===== config.mk =====
export PLATFORM = sky130hd
export DESIGN_NAME = key_decoder
export DESIGN_NICKNAME = d
export VERILOG_FILES = /design/src/rtl/key_decoder.sv
export SDC_FILE = /design/constraint.sdc
export NUM_CORES = 1
export LEC_CHECK = 0
export ABC_AREA = 1
export CORE_ASPECT_RATIO = 1.4
export CORE_MARGIN = 8
export CORE_UTILIZATION = 40
export DETAILED_ROUTE_END_ITERATION = 10
export PLACE_DENSITY = 0.57
export RECOVER_POWER = 50
export SYNTH_ARGS = -nofsm -noshare
export SYNTH_HDL_FRONTEND = slang
export SYNTH_SLANG_ARGS = --single-unit

===== constraint.sdc =====
create_clock -name pclk -period 2.5 [get_ports pclk]
set_clock_uncertainty 0.15 [all_clocks]
set_input_delay 0.375 -clock pclk [delete_from_list [all_inputs] [get_ports pclk]]
set_output_delay 0.375 -clock pclk [all_outputs]
set_load 0.01 [all_outputs]

===== src/rtl/key_decoder.sv =====
// key_decoder
//
// Decodes PS/2 scan-code-set-2 bytes into navigation key events. Tracks the
// E0 (extended) and F0 (break) prefixes with a four-state FSM and reports:
//   - a one-cycle, one-hot press pulse for UP/DOWN/LEFT/RIGHT/ENTER/ESC,
//   - a held level for each of those keys,
//   - the last make byte (cleared when that same code is released),
//   - a one-cycle pulse when a prefix sequence is abandoned by timeout.
//
// Ports
//   pclk        in   1  pixel clock; all state on its rising edge
//   rst         in   1  synchronous active-high reset
//   rx_data     in   8  scan-code byte, valid when rx_done=1
//   rx_done     in   1  one-cycle strobe for a new rx_data byte
//   keycode     out  8  last make byte without prefix; 0x00 when none held
//   key         out  6  one-hot press pulse {ESC,ENTER,RIGHT,LEFT,DOWN,UP}
//   key_held    out  6  held level per key, same bit order as key
//   seq_timeout out  1  one-cycle pulse when a prefix sequence times out
//
// All outputs are registered and update on the edge after the rx_done cycle
// that completes a sequence.

module key_decoder #(
  parameter int unsigned TIMEOUT_CYCLES = 650000
) (
  input  logic       pclk,
  input  logic       rst,
  input  logic [7:0] rx_data,
  input  logic       rx_done,
  output logic [7:0] keycode,
  output logic [5:0] key,
  output logic [5:0] key_held,
  output logic       seq_timeout
);

  localparam int unsigned CntW = $clog2(TIMEOUT_CYCLES + 1);

  localparam logic [CntW-1:0] CntLast = CntW'(TIMEOUT_CYCLES - 1);
  localparam logic [CntW-1:0] CntSat  = CntW'(TIMEOUT_CYCLES);

  localparam logic [7:0] CodeExt = 8'hE0;
  localparam logic [7:0] CodeBrk = 8'hF0;

  typedef enum logic [1:0] {
    StIdle,
    StExt,
    StBrk,
    StExtBrk
  } state_e;

  state_e          state;
  logic [CntW-1:0] cnt;

  // Event decode for the byte presented this cycle
  logic       is_prefix;
  logic       ext_ctx;
  logic       make_evt;
  logic       break_evt;
  logic [5:0] hit;
  logic [5:0] new_press;
  logic       expire;

  // Maps a code (with its extended flag) onto the one-hot key vector.
  // Extended and plain codes are deliberately disjoint: 5A under E0 is not
  // ENTER, and 75 without E0 is not UP.
  function automatic logic [5:0] key_map(input logic ext, input logic [7:0] code);
    logic [5:0] m;
    m = '0;
    if (ext) begin
      case (code)
        8'h75:   m = 6'b000001; // UP
        8'h72:   m = 6'b000010; // DOWN
        8'h6B:   m = 6'b000100; // LEFT
        8'h74:   m = 6'b001000; // RIGHT
        default: m = '0;
      endcase
    end else begin
      case (code)
        8'h5A:   m = 6'b010000; // ENTER
        8'h76:   m = 6'b100000; // ESC
        default: m = '0;
      endcase
    end
    return m;
  endfunction

  always_comb begin
    is_prefix = (rx_data == CodeExt) || (rx_data == CodeBrk);
    ext_ctx   = (state == StExt) || (state == StExtBrk);
    hit       = key_map(ext_ctx, rx_data);

    // A make completes from IDLE or EXT on any non-prefix byte; a break
    // completes from either break state on any byte at all.
    make_evt  = rx_done && !is_prefix && ((state == StIdle) || (state == StExt));
    break_evt = rx_done && ((state == StBrk) || (state == StExtBrk));

    // Only a key that is not already held produces a press pulse, so
    // typematic repeats are silent and key stays at most one-hot.
    new_press = hit & ~key_held;

    // rx_done takes precedence over expiry in the same cycle
    expire    = !rx_done && (state != StIdle) && (cnt == CntLast);
  end

  always_ff @(posedge pclk) begin
    if (rst) begin
      state       <= StIdle;
      cnt         <= '0;
      keycode     <= 8'h00;
      key         <= '0;
      key_held    <= '0;
      seq_timeout <= 1'b0;
    end else begin
      // Pulses default low every cycle
      key         <= '0;
      seq_timeout <= 1'b0;

      if (rx_done) begin
        cnt <= '0;

        unique case (state)
          StIdle: begin
            if (rx_data == CodeExt) begin
              state <= StExt;
            end else if (rx_data == CodeBrk) begin
              state <= StBrk;
            end else begin
              state <= StIdle;
            end
          end
          StExt: begin
            if (rx_data == CodeBrk) begin
              state <= StExtBrk;
            end else if (rx_data == CodeExt) begin
              // Repeated E0 keeps the extended context open
              state <= StExt;
            end else begin
              state <= StIdle;
            end
          end
          StBrk:    state <= StIdle;
          StExtBrk: state <= StIdle;
          default:  state <= StIdle;
        endcase

        if (make_evt) begin
          keycode <= rx_data;
          if (new_press != '0) begin
            key      <= new_press;
            key_held <= key_held | new_press;
          end
        end

        if (break_evt) begin
          key_held <= key_held & ~hit;
          if (rx_data == keycode) begin
            keycode <= 8'h00;
          end
        end
      end else if (state != StIdle) begin
        if (expire) begin
          // Abandon the prefix; key state is left exactly as it was
          state       <= StIdle;
          seq_timeout <= 1'b1;
        end
        if (cnt != CntSat) begin
          cnt <= cnt + 1'b1;
        end
      end
    end
  end

endmodule


==> out/metrics.csv <==
stage;metric;value;unit
clock_network;CTS sink count;43;
clock_network;hold buffer count at cts;0;
drt;via/cell ratio;5.12;
setup_path;Crit-path slowest cell;dfxtp_1;
place;DP HPWL;5.41;mm
floorplanning;Die Wd;84.2;um
timing;Worst Setup Slack, final;0.456;ns
global_route;GR Overflow Total;0;
global_route;GR Util All Layers;15.3;%
clock_network;CTS H-tree depth;2;
timing;Final Critical Period;2.04;ns
synth;Synth Instances;392;
timing;Worst slew margin;65.5;%
timing;Hold Violations, Final;0;
synth;Netlist cell types;33;
pwr;total power;1.26;mW
drt;DR top layer;met4;
setup_path;Worst path max stage delay;0.47;ns
setup_path;Worst Reg-to-Reg Cells;11;
clock_network;Root Buffer;clkbuf_8;
setup_path;Critical Path RT;2.58;ns
cells_and_area;area grow syn2layout;17.5;%
drt;DRT Wirelength;7.03;mm
synth;synthesis-stage register bit count;43;
global_route;largest net degree at the start of global routing;22;
setup_path;Arr. time, crit path;2.13;ns
timing;fmax;489;MHz
drt;met2 routed WL;3.79;mm
pwr;Static Leak;1.17;nW
clock_network;Worst-Skew Late Latency;0.29;ns
drt;antenna-violating nets left;0;
pwr;maximum vdd drop;0.232;mV
setup_path;CP cell instances;inv_1, ha_1, nand3_1, nor3_2, nand2_2, nor2_2, nor2_4, nand2_1, nand2_1, nand2_1, nor2_1;
timing;final setup violation count;0;
global_route;vias in the first global route;2651;
place;pre-CTS WS;0.263;ns
cells_and_area;Antenna diodes;0;
floorplanning;Die Y;111;um
clock_network;maximum root-to-sink buffer count;2;
setup_path;Crit path top cell by count;nand2_1;
drt;DRC viols;0;
run_status;status;completed;
synth;Syn Nets;405;
floorplanning;Top Ports;32;
setup_path;CP endpoint kind;flop;
run;Max-Cap Viols;0;
timing;Worst Max-Slew Pin Slew;0.516;ns
synth;Post-Synth XOR/XNOR Area;4.71;%
setup_path;CP Class;flop to flop;
hold_path;hold crit path type;flop to flop;
synth;Simple-Gate Fraction of Synth Area;38.2;%
timing;Setup TNS;0;ns
clock_network;clock-pin slew on the worst setup and hold paths;0.09;ns
synth;adder-cell area share of the yosys netlist;0.962;%
place;port buffer count;31;
cells_and_area;Filler Cell Count;687;
synth;largest family of logic cells by synthesized area;simple AND/OR/NAND/NOR gates;
drt;per-cell routed wire length;14.0;um
setup_path;CP max FO;18;
hold_path;hold path depth;2;
global_route;first-pass GRT wire length;12.1;mm
drt;drt first pass iters;5;
drt;initial DRC count;112;
pwr;power per cell area;413;nW/um2
cells_and_area;share of layout cells above drive strength 1;8.39;%
synth;Syn Area/Cell;6.64;um2
floorplanning;# rows;35;
synth;register area share after synthesis;33.1;%
synth;Synth Area in Compound Gates;12.4;%
synth;Post-Syn Area;2600;um2
setup_path;Startpoint Class;flop;
place;Routability Congestion;0.872;
synth;YS warnings;0;
timing;Tcrit/Tclk final;81.7;%
drt;DR vias;2573;
floorplanning;Core Area;6440;um2
floorplanning;Initial Util;40.4;%
synth;mux cell area share after synthesis;0;%
clock_network;CTS Buf Count;5;
clock_network;PostCTS Resize Cnt;0;
timing;unrepaired setup endpoints after global routing;false;
drt;met3 wire len;232;um
cells_and_area;nets@finish;441;
cells_and_area;final core utilization;47.5;%
clock_network;Setup Fix Bufs, Post-CTS;0;
floorplanning;Die ar.;9380;um2
clock_network;CTS tree;done;
global_route;initial antenna violation count;0;
drt;Metal-1 WL;2.76;mm
timing;fin. max-slew vios;0;
synthesized netlist by cell type, drive strengths merged:
cell      n  area [um2]
xnor2     4        35.0
a21oi    27         135
o21ai    17        96.4
xor2     10        87.6
o22ai     9        56.3
buf       6        57.6
clkinv    1        3.75
o21a      1        7.51
o211ai    1        7.51
nand2   110         423
ha        2        25.0
nor4      6        52.6
o21bai    1        18.8
nand3    33         185
nor3     15         100
inv      56         210
nand3b    1        7.51
nor2     40         175
dfxtp    43         861
clkbuf    2        7.51
nand4     7        50.1
per-layer routing:
metal | global-route usage, % | up-vias
met1 | 15.5 | 1167
met5 | 0 | -
met2 | 28.6 | 56
met3 | 3.21 | 19
met4 | 7.05 | 0
li1 | - | 1331
area by class of cell:
type	instances	area [um2]	area share [%]
multi-input combinational	284	1450	47.3
inverter	57	214	7.00
timing repair buffer	37	355	11.6
tap	74	92.6	3.03
clock inverter	3	20.0	0.655
sequential	43	861	28.2
clock buffer	5	68.8	2.25
critical path: cells and delay by family (launching register included):
family                   cells  cell delay (ns)
adder cells (fa/ha/maj)      1             0.23
buffers and inverters        1             0.13
flip-flops                   1             0.47
AND/OR/NAND/NOR              9             0.98
report_power, final:
| group | switching [mW] | total [mW] | leakage, nW | internal, mW |
|---|---|---|---|---|
| sequential | 0.00692 | 0.698 | 0.347 | 0.691 |
| combinational | 0.0720 | 0.119 | 0.785 | 0.0474 |
| clock | 0.252 | 0.446 | 0.0402 | 0.195 |
| total | 0.331 | 1.26 | 1.17 | 0.933 |
worst paths after layout:
kind / endpoint / slack [ns] / start
max: cnt[2] / 0.46 / cnt[0]
min: flop / 0.33 / flop
max reg2reg: cnt[2] / 0.46 / cnt[0]
min reg2reg: flop / 0.33 / flop
cell usage in the layout, fill, tap and decap left out, drive strengths merged:
cell type,netlist,layout
nand2,110,110
inv,56,56
dfxtp,43,43
nor2,40,40
nand3,33,33
a21oi,27,27
dlygate4sd3,0,22
o21ai,17,17
nor3,15,15
xor2,10,10
o22ai,9,9
clkdlybuf4s50,0,9
nand4,7,7
buf,6,6
nor4,6,6
clkbuf,2,5
xnor2,4,4
ha,2,2
clkinvlp,0,2
clkinv,1,2
o21bai,1,1
o211ai,1,1
nand3b,1,1
o21a,1,1
through the flow:
step / hold slack (ns) / area, um2 / std cells
after global routing: 0.360 / 3060 / 503
after CTS: 0.337 / 3070 / 503
after global placement: 0.321 / 2990 / 495
after detailed placement: 0.322 / 2990 / 495
after floorplan: 0.303 / 2600 / 392
final: 0.329 / 3060 / 503
cell families (layout without fill, tap and decap cells):
group | after synthesis | after routing
AO/OA/AOI/OAI | 56 | 56
XOR/XNOR | 14 | 14
adder cells (fa/ha/maj) | 2 | 2
buffers and inverters | 65 | 102
flip-flops | 43 | 43
AND/OR/NAND/NOR | 212 | 212
(Power assumes the default switching activity.)
